### src/rtl/cpu_pkg.sv
// rtl/cpu_pkg.sv - shared state and grant encodings for the memory arbiter
package cpu_pkg;

  typedef enum logic [1:0] {
    ST_IDLE   = 2'd0,
    ST_ACCESS = 2'd1,
    ST_DONE   = 2'd2
  } arb_state_t;

  typedef enum logic {
    GNT_I = 1'b0,
    GNT_D = 1'b1
  } gnt_t;

  localparam int WAIT_W = 8;

endpackage

### src/rtl/rr_arb2.sv
// rtl/rr_arb2.sv - two-way alternating grant decision
module rr_arb2
  import cpu_pkg::*;
(
  input  logic i_req,
  input  logic d_req,
  input  gnt_t last,
  output gnt_t gnt
);

  always_comb begin
    gnt = GNT_I;
    if (i_req && d_req) begin
      gnt = (last == GNT_I) ? GNT_D : GNT_I;
    end else if (d_req) begin
      gnt = GNT_D;
    end
  end

endmodule

### src/rtl/mem_arbiter.sv
// rtl/mem_arbiter.sv - arbitrates fetch and load/store requests onto one memory port
module mem_arbiter
  import cpu_pkg::*;
#(
  parameter int ADDR_W  = 8,
  parameter int DATA_W  = 16,
  parameter int TIMEOUT = 15
) (
  input  logic              clk,
  input  logic              rst,
  input  logic              i_req,
  input  logic [ADDR_W-1:0] i_addr,
  output logic              i_ack,
  input  logic              d_req,
  input  logic              d_we,
  input  logic [ADDR_W-1:0] d_addr,
  input  logic [DATA_W-1:0] d_wdata,
  output logic              d_ack,
  output logic [DATA_W-1:0] rdata,
  output logic              err,
  output logic              mem_req,
  output logic              mem_we,
  output logic [ADDR_W-1:0] mem_addr,
  output logic [DATA_W-1:0] mem_wdata,
  input  logic [DATA_W-1:0] mem_rdata,
  input  logic              mem_ready
);

  localparam logic [WAIT_W-1:0] WAIT_LAST = WAIT_W'(TIMEOUT - 1);

  arb_state_t        state_q, state_d;
  gnt_t              last_q;
  gnt_t              gnt;
  logic [WAIT_W-1:0] wait_cnt_q;
  logic              take_grant;
  logic              finish;
  logic              timed_out;

  rr_arb2 u_rr_arb2 (
    .i_req (i_req),
    .d_req (d_req),
    .last  (last_q),
    .gnt   (gnt)
  );

  // mem_ready wins over the timeout when both land in the same cycle
  always_comb begin
    state_d    = state_q;
    take_grant = 1'b0;
    finish     = 1'b0;
    timed_out  = 1'b0;
    case (state_q)
      ST_IDLE: begin
        if (i_req || d_req) begin
          take_grant = 1'b1;
          state_d    = ST_ACCESS;
        end
      end
      ST_ACCESS: begin
        if (mem_ready) begin
          finish  = 1'b1;
          state_d = ST_DONE;
        end else if (wait_cnt_q == WAIT_LAST) begin
          finish    = 1'b1;
          timed_out = 1'b1;
          state_d   = ST_DONE;
        end
      end
      ST_DONE: begin
        state_d = ST_IDLE;
      end
      default: begin
        state_d = ST_IDLE;
      end
    endcase
  end

  always_ff @(posedge clk) begin
    if (rst) begin
      state_q    <= ST_IDLE;
      last_q     <= GNT_I;
      wait_cnt_q <= '0;
      mem_req    <= 1'b0;
      mem_we     <= 1'b0;
      mem_addr   <= '0;
      mem_wdata  <= '0;
      i_ack      <= 1'b0;
      d_ack      <= 1'b0;
      rdata      <= '0;
      err        <= 1'b0;
    end else begin
      state_q <= state_d;
      i_ack   <= 1'b0;
      d_ack   <= 1'b0;
      if (take_grant) begin
        last_q     <= gnt;
        wait_cnt_q <= '0;
        mem_req    <= 1'b1;
        mem_we     <= (gnt == GNT_D) && d_we;
        mem_addr   <= (gnt == GNT_D) ? d_addr : i_addr;
        mem_wdata  <= (gnt == GNT_D) ? d_wdata : '0;
      end
      if (state_q == ST_ACCESS) begin
        if (finish) begin
          mem_req <= 1'b0;
          mem_we  <= 1'b0;
          err     <= timed_out;
          rdata   <= (mem_ready && !mem_we) ? mem_rdata : '0;
          i_ack   <= (last_q == GNT_I);
          d_ack   <= (last_q == GNT_D);
        end else begin
          wait_cnt_q <= wait_cnt_q + 1'b1;
        end
      end
    end
  end

endmodule

### config.mk
export PLATFORM = sky130hd
export DESIGN_NAME = mem_arbiter
export DESIGN_NICKNAME = d
export VERILOG_FILES = /design/src/rtl/cpu_pkg.sv /design/src/rtl/rr_arb2.sv /design/src/rtl/mem_arbiter.sv
export SDC_FILE = /design/constraint.sdc
export NUM_CORES = 1
export LEC_CHECK = 0
export CAP_MARGIN = 40
export CELL_PAD_IN_SITES_DETAIL_PLACEMENT = 0
export CELL_PAD_IN_SITES_GLOBAL_PLACEMENT = 1
export CORE_MARGIN = 5
export CORE_UTILIZATION = 40
export CTS_BUF_LIST = sky130_fd_sc_hd__clkbuf_8
export DETAILED_ROUTE_END_ITERATION = 6
export DONT_BUFFER_PORTS = 1
export MAX_ROUTING_LAYER = met4
export PLACE_DENSITY = 0.78
export SYNTH_ARGS = -nofsm -noshare
export SYNTH_HDL_FRONTEND = slang
export SYNTH_SLANG_ARGS = --single-unit
### constraint.sdc
create_clock -name clk -period 2.4 [get_ports clk]
set_clock_uncertainty 0.2 [all_clocks]
set_input_delay 0.36 -clock clk [delete_from_list [all_inputs] [get_ports clk]]
set_output_delay 0.36 -clock clk [all_outputs]
set_load 0.01 [all_outputs]
**Word level (Yosys, flattened, before mapping)**

Cells that the tools add are included.

- $add $sub $neg: 1
- Multipliers: 0
- Divide/modulo/power cells: 0
- Order comparisons: 0
- Equal/unequal tests: 4
- Shift-type cells: 0
- Muxes and demuxes: 25
- Bitwise operators: 3
- Reduce and logical (&&, ||, !) cells: 9

Operators with widths:

| operator | number |
|---|---|
| two-way mux 16 bit | 2 |
| two-way mux 8 bit | 4 |
| two-way mux 1 bit | 15 |
| adder 8 x 1 -> 8 bit, second input constant | 1 |
| == test 8 x 4 -> 1 bit, second input constant | 1 |
| two-way mux 2 bit | 3 |
| case mux 2 bit (2 select lines) | 1 |
| AND reduction 2 bit | 2 |
| logical AND 1 bit | 3 |
| inequality test 3 bit, second input constant | 1 |
| NOT 1 bit | 3 |
| OR reduction 3 bit | 1 |
| == test 2 x 1 -> 1 bit, second input constant | 1 |
| logical NOT 2 bit | 1 |
| inequality test 2 bit, second input constant | 1 |
| logical NOT 1 bit | 1 |
| logical OR 1 bit | 1 |

- Register bits after elaboration: 56
- Bits in latches: 0
- RAM bits: 0
- Bits in read-only memories: 0
- Input bits: 54
- Output and inout bits: 45
- Word-level logic and storage cells: 53
- Memories kept: 0

**Logic depth before layout (Yosys ltp)**

Gate-level depths: netlist (run 1).

- Word-level depth: 6
- Depth in mapped cells: 7
- Depth with buffers taken out: 6

**By module**

Synthesis (run 1) repeated with hierarchy kept, for this count alone.

- Cells, all modules: 228
- Area total of the unflattened synthesis: 2,187.1 um^2

By module, submodules not included:

| module | instances | cells each | area each (um^2) | seq. area each (um^2) |
|---|---|---|---|---|
| mem_arbiter | 1 | 227 | 2,175.8 | 1,121.1 |
| rr_arb2 | 1 | 1 | 11.3 | 0.0 |

**Worst setup path after synthesis (run 1)**

OpenSTA, ideal clock, no wires.

- Kind: reg2reg
- From: register wait_cnt_q[0]
- To: register rdata[1]
- Setup time: 0.117 ns
- Arrival: 1.565 ns
- Required time: 2.083 ns
- Slack: 0.519 ns
- Cell stages (with the launch flop): 8
- Path buffers: 1
- Clock period less this slack: 1.881 ns
- Cells stage by stage: dfxtp_1 > inv_1 > ha_1 > or3b_4 > o21ai_2 > a21oi_2 > buf_6 > a22o_1

- Word-level cells in the longest chain between the ends: 5

RTL lines:

| what | RTL line | text |
|---|---|---|
| from (decl) | mem_arbiter.sv:34 | `logic [WAIT_W-1:0] wait_cnt_q;` |
| from (signal assigned) | mem_arbiter.sv:112 | `wait_cnt_q <= wait_cnt_q + 1'b1;` |
| == test 8 x 4 -> 1 bit | mem_arbiter.sv:63 | `end else if (wait_cnt_q == WAIT_LAST) begin` |
| two-way mux 1 bit | mem_arbiter.sv:63 |  |
| two-way mux 1 bit | mem_arbiter.sv:60 | `if (mem_ready) begin` |
| two-way mux 1 bit | mem_arbiter.sv:52 | `case (state_q)` |
| AND reduction 2 bit (no line) | n/a |  |
| to (signal assigned) | mem_arbiter.sv:108 | `rdata <= (mem_ready && !mem_we) ? mem_rdata : '0;` |
| to (decl) | mem_arbiter.sv:19 | `output logic [DATA_W-1:0] rdata,` |

No other way between the ends.
A chain may end at the register's enable or synchronous reset.

**Worst setup path in the final report (run 1)**

- From: register wait_cnt_q[0]
- To: register rdata[7]

The elaborated chain is that of the path after synthesis.

==> impl_metrics.csv, run 1 <==
group,metric,value,unit
route,routedWlPerCell,16.1,microns
layout,nFillCells,436,
power_and_ir_drop,clock_power_share,30.4,%
worst_setup_path,worst-setup-path-type,"flip-flop to flip-flop",
synth,ys.flop_type,"dfxtp_1",
cts,cts_tree,"done",
die,core,5040,sq um
synth,async_reset_ff_share,0,%
outcome,status,"completed",
cts,clkTransAtPathRegs,0.10,ns
worst_setup_path,cp_max_fo,18,
die,rows,26,
route,firstDrtPassIters,4,
placed_design,placed_area,2100,sq um
global_routing,grt_pass1_wl,6910,microns
worst_setup_path,path_depth,6,
global_routing,antenna_found_initial,0,
layout,layout_commonest_cell,"dfxtp_1",
worst_setup_path,path_cells,"inv_1 -> ha_1 -> or3b_4 -> o21ai_2 -> a21oi_2 -> a22o_1",
power_and_ir_drop,p_sw_share,25.6,%
sta,relSlewSlack,50.5,%
cts,htree_levels,2,
flow_run,drv_cap,0,
cts,clk_latency,0.31,ns
worst_setup_path,timing.critical_path.buf_inv,1,
global_routing,grt_overflow_total,0,
worst_setup_path,endpoint_kind,"flip-flop",
power_and_ir_drop,p_per_area,700,nW/um^2
layout,fin_area,2540,sq um
sta,finalSetupViolCount,0,
route,remaining_drc_errors,0,
power_and_ir_drop,p_comb_share,10.7,%
sta,rsz0062_at_grt,"no",
die,ios,99,
hold_path,hp-class,"input pin to flip-flop",
synth,yosys.area.top_type,"dfxtp_1",
layout,num_antenna_cells,0,
cts,cts_buffer_depth,2,
global_routing,grt_max_degree,20,
layout,syn_to_final_growth,23.3,%
sta,fmax,477,MHz
placed_design,place.gp.congestion,0.710,
sta,worst_pin_slew,0.742,ns
synth,syn_nets,247,
power_and_ir_drop,switching_power,0.455,mW
worst_setup_path,crit_slowest_cell,"a21oi_2",
synth,ys_types,37,
worst_setup_path,critPathRequiredTime,2.46,ns
synth,yosysTopAreaCellShare,54.4,%
power_and_ir_drop,p_int,1.32,mW
cts,numCtsBuffers,5,
sta,post-route-period-util,87.4,%
global_routing,grt_pass1_vias,1485,
synth,synth_area_leaders,"dfxtp_1 54%, a22o_1 14%, mux2i_1 3.9%",
sta,finalSetupTns,0,ns
die,die_h,81.8,microns
synth,syn_area_per_cell,10.8,sq um
die,die_w,81.8,microns
layout,nNetsFinal,279,
synth,synth_edf_count,0,
placed_design,port_buffers,0,
sta,slew_violations,0,
die,die-area,6690,sq um
route,wirelength,4720,microns
route,antenna_left,0,
hold_path,holdPathStages,2,
worst_setup_path,critical_path.startpoint_type,"flip-flop",
sta,finalHoldViolCount,0,
cts,root_buffer,"clkbuf_8",
worst_setup_path,crit_family,"compound AO/OA/AOI/OAI gates",
synth,ys_seq_area_share,54.4,%
worst_setup_path,cp.arrival,2.16,ns
power_and_ir_drop,power,1.78,mW
worst_setup_path,slowest_delay,0.59,ns
sta,hold_slack,0.0200,ns
layout,mostFrequentLayoutCells,"56 x dfxtp_1, 34 x dlygate4sd3_1, 32 x a22o_1",
synth,ys_ff_latch,56,
cts,clock_sinks,56,
worst_setup_path,r2r.worst_path.cells,6,
route,drt_iter0_drc,49,
power_and_ir_drop,ir_worst_vdd,0.370,mV
die,initial_utilization,40.9,%
cts,post_cts_buffers,0,
global_routing,grtUsageTotal,13.9,%
power_and_ir_drop,seqPwrFrac,58.9,%
power_and_ir_drop,p_leak,0.989,nW
sta,fin_crit,2.10,ns
synth,syn-cell-area,2060,sq um
synth,yosys_warnings,0,
route,vias,1579,
route,vias_per_cell,5.37,
synth,netlist_instances,191,
layout,drive_gt1_share,8.48,%
## cell usage after synthesis, types with 2 or more instances
master,count
dfxtp_1,56
a22o_1,32
nor2_1,12
a211oi_1,9
a21oi_1,8
buf_2,8
mux2i_1,8
nand2_1,6
inv_1,4
nand3_1,4
o21ai_0,4
nand2b_1,3
or3_1,3
a21o_1,2
and3_1,2
buf_4,2
ha_1,2
nand4_1,2
nor2b_1,2
o211ai_1,2
o21a_1,2
or2_2,2
or4_1,2
## per-layer routing
| layer | global-route usage (%) | share of wire, % |
|---|---|---|
| met5 | - | 0 |
| met4 | 3.99 | 0.72 |
| met3 | 6.14 | 14 |
| met2 | 20.8 | 43 |
| met1 | 16.8 | 42 |
## path summary, 6_finish.rpt
path,slack (ns),endpoint,start
setup / recovery,0.30,rdata[7],wait_cnt_q[0]
hold / removal,0.02,wait_cnt_q[7],rst
setup reg to reg,0.30,rdata[7],wait_cnt_q[0]
hold reg to reg,0.29,wait_cnt_q[7],wait_cnt_q[7]
## repair_timing
| action | in CTS | in global routing |
|---|---|---|
| resized for setup | 0 | 0 |
| hold buffers | 34 | 0 |
| endpoints found under the hold margin | 48 | 0 |
## power by group through the flow
stage / clock network [mW] / logic, mW / registers [mW]
floorplan: 0 / 0.129 / 1.06
global placement: 0 / 0.140 / 1.07
detailed placement: 0 / 0.141 / 1.07
CTS: 0.560 / 0.190 / 1.05
global route: 0.589 / 0.210 / 1.05
finish: 0.541 / 0.190 / 1.05
## through the flow
| step | util, % | cells | setup slack (ns) |
|---|---|---|---|
| after floorplan | - | 191 | 0.519 |
| after global placement | 41.7 | 252 | 0.359 |
| after detailed placement | 41.7 | 252 | 0.330 |
| after CTS | 50.4 | 294 | 0.307 |
| after global routing | 50.4 | 294 | 0.101 |
| final | 50.4 | 294 | 0.302 |
## final cells by class
type | instances | area, sq um | area share, %
Sequential cell | 56 | 1120 | 44.1
Multi-Input combinational cell | 119 | 855 | 33.6
Timing Repair Buffer | 37 | 363 | 14.3
Tap cell | 70 | 87.6 | 3.45
Clock buffer | 6 | 82.6 | 3.25
Clock inverter | 2 | 17.5 | 0.689
Inverter | 4 | 15.0 | 0.591
## cell families after synthesis
group | synth area share (%)
AOI/OAI and AO/OA | 24.2
adders and majority gates | 1.21
buffers and inverters | 4.13
DFF | 54.4
muxes | 3.89
and+or+nand+nor | 12.1
## sequential cells by signal, indices dropped and copies added, names as in the netlist, 2 cells and up
register and flops:
mem_addr 8, wait_cnt_q 8, mem_wdata 16, rdata 16, state_q 2
(Power assumes the default switching activity.)
==> inputs of run 2 (changes only) <==
--- a/config.mk
+++ b/config.mk
@@ -14,7 +14,8 @@
 export DETAILED_ROUTE_END_ITERATION = 6
 export DONT_BUFFER_PORTS = 1
 export MAX_ROUTING_LAYER = met4
-export PLACE_DENSITY = 0.78
+export PLACE_DENSITY = 0.79
 export SYNTH_ARGS = -nofsm -noshare
 export SYNTH_HDL_FRONTEND = slang
+export SYNTH_HIERARCHICAL = 1
 export SYNTH_SLANG_ARGS = --single-unit
==> impl_metrics.csv, run 2 <==
group,metric,value,unit
sta,fmax,451,MHz
cts,cts_buffer_depth,2,
sta,rsz0062_at_grt,"no",
cts,root_buffer,"clkbuf_8",
die,rows,27,
sta,post-route-period-util,92.4,%
worst_setup_path,r2r-end,"mem_wdata[1]",
power_and_ir_drop,p_leak,1.04,nW
synth,ys_types,39,
synth,syn_area_per_cell,9.59,sq um
placed_design,port_buffers,0,
worst_setup_path,r2r.worst_path.cells,5,
die,core,5410,sq um
placed_design,pre_cts_ws,0.499,ns
power_and_ir_drop,p_per_area,661,nW/um^2
hold_path,hold_path.startpoint,"d_wdata[6]",
hold_path,holdPathEnd,"mem_wdata[6]",
cts,numCtsBuffers,5,
worst_setup_path,endpoint_kind,"flip-flop",
cts,cts_tree,"done",
placed_design,placed_area,2260,sq um
global_routing,grt_pass1_vias,1731,
synth,ys_seq_area_share,51.3,%
worst_setup_path,critPathRequiredTime,2.45,ns
layout,num_antenna_cells,0,
cts,post_cts_resized,0,
worst_setup_path,slowest_delay,0.58,ns
die,ios,99,
layout,drive_gt1_share,8.49,%
sta,finalHoldViolCount,0,
layout,fin_area,2700,sq um
layout,syn_to_final_growth,23.4,%
placed_design,place.gp.congestion,0.734,
die,die_h,83.9,microns
sta,finalSetupViolCount,0,
synth,ys_ff_latch,56,
route,vias,1759,
synth,synth_most_common_cell,"dfxtp_1",
layout,mostFrequentLayoutCells,"56 x dfxtp_1, 33 x dlygate4sd3_1, 24 x a21oi_1",
global_routing,grtUsageTotal,15.3,%
worst_setup_path,r2r_setup_slack,0.18,ns
route,wirelength,5330,microns
sta,worst_pin_slew,0.540,ns
synth,yosys.area.top_type,"dfxtp_1",
route,routedWlPerCell,16.1,microns
cts,post_cts_buffers,0,
cts,clock_sinks,56,
power_and_ir_drop,ir_worst_vdd,0.345,mV
synth,syn-cell-area,2190,sq um
die,die_w,83.9,microns
synth,async_reset_ff_share,0,%
global_routing,grt_overflow_total,0,
die,die-area,7050,sq um
placed_design,hpwl,3400,microns
sta,slew_violations,0,
route,antenna_left,0,
synth,syn_nets,284,
worst_setup_path,critical_path.startpoint_type,"flip-flop",
sta,relSlewSlack,63.9,%
sta,setup_slack,0.183,ns
route,firstDrtPassIters,4,
outcome,status,"completed",
global_routing,grt_max_degree,31,
hold_path,holdPathStages,2,
hold_path,hp-class,"input pin to flip-flop",
sta,finalSetupTns,0,ns
worst_setup_path,worst-setup-path-type,"flip-flop to flip-flop",
route,vias_per_cell,5.31,
sta,fin_crit,2.22,ns
worst_setup_path,cp.arrival,2.26,ns
global_routing,antenna_found_initial,0,
synth,netlist_instances,228,
worst_setup_path,cp_max_fo,24,
cts,htree_levels,2,
die,initial_utilization,40.5,%
layout,top_regs,"mem_wdata: 16 flops, rdata: 16 flops",
route,remaining_drc_errors,0,
route,drt_iter0_drc,79,
layout,layout_commonest_cell,"dfxtp_1",
layout,nNetsFinal,314,
cts,clk_latency,0.30,ns
worst_setup_path,crit_slowest_cell,"dlygate4sd3_1",
global_routing,grt_pass1_wl,8510,microns
synth,ys.flop_type,"dfxtp_1",
worst_setup_path,r2r_start,"state_q[0]",
synth,synth.top_cells.by_count,"56 x dfxtp_1, 24 x a21oi_1, 23 x nand3_1, 20 x nand2_1, 16 x a22o_1",
cts,clkTransAtPathRegs,0.10,ns
sta,hold_slack,0.0170,ns
synth,synth_edf_count,0,
layout,fin_cells,331,
worst_setup_path,path_cells,"nor3_4 -> buf_12 -> nand3_1 -> a21oi_1 -> dlygate4sd3_1",
synth,synth_area_leaders,"dfxtp_1 51%, a22o_1 6.4%, a21oi_1 5.5%",
placed_design,dp.cells,289,
synth,yosysTopAreaCellShare,51.3,%
flow_run,drv_cap,0,
synth,yosys_warnings,6,
cts,hold_buffers,33,
==> run 2: cell types whose count changed after synthesis, sizes merged, moves of 3 or more <==
cell / before / now
o21ai: 5 / 2
a211o: 0 / 4
nand3: 4 / 23
a22o: 32 / 16
buf: 12 / 6
nor3: 2 / 5
o211ai: 3 / 0
a21oi: 9 / 24
clkbuf: 0 / 11
nor2: 13 / 10
nand2: 6 / 20
==> run 2: worst max-delay path by stage <==
stage                               end     startpoint  slack (ns)
final                      mem_wdata[1]     state_q[0]        0.18
after global routing       mem_wdata[1]     state_q[0]        0.06
after CTS                  mem_wdata[1]            rst        0.10
after detailed placement  wait_cnt_q[5]  wait_cnt_q[0]        0.50
after global placement    wait_cnt_q[5]  wait_cnt_q[0]        0.53
after floorplan           wait_cnt_q[5]  wait_cnt_q[0]        0.50
==> run 2: per-stage QoR <==
stage               total power [mW]  util, %
CTS                             1.81     49.7
global route                    1.87     49.9
detailed placement              1.23     41.8
floorplan                       1.19        -
global placement                1.23     41.8
finish                          1.78     49.9
==> run 2: critical path, delay by kind of cell (launching register included) <==
family / cells / cell delay, ns
AO/OA/AOI/OAI: 1 / 0.16
buffers and inverters: 2 / 0.81
flip-flops: 1 / 0.38
AND/OR/NAND/NOR: 2 / 0.60
==> run 2: routing by layer <==
metal	global-route usage (%)	part of all wire (%)	up-vias
li1	-	-	884
met1	17.8	43	812
met2	24.8	48	59
met3	5.23	8.0	4
met4	4.82	1.1	0
met5	-	0	-
==> run 2: cells by family (layout without fill, tap and decap cells) <==
logic type      count (synthesis)  after routing  share of synthesized area (%)
compound gates                 64             64                           20.5
fa+ha+maj                       2              2                           1.14
buf+inv                        21             52                           4.35
flops                          56             56                           51.3
mux                             8              8                           3.66
simple gates                   77             77                           19.1
==> run 2: area by class of cell <==
cell class	count	area, sq um
fill	509	2710
sequential	56	1120
multi-input combinational	151	977
timing repair buffer	40	403
tap	72	90.1
clock buffer	5	68.8
clock inverter	3	23.8
inverter	4	15.0
==> run 2: power breakdown <==
| part | internal, mW | leakage (nW) | switching (mW) |
|---|---|---|---|
| sequential | 0.981 | 0.457 | 0.0620 |
| combinational | 0.111 | 0.538 | 0.114 |
| clock | 0.207 | 0.0404 | 0.308 |
| total | 1.30 | 1.04 | 0.484 |
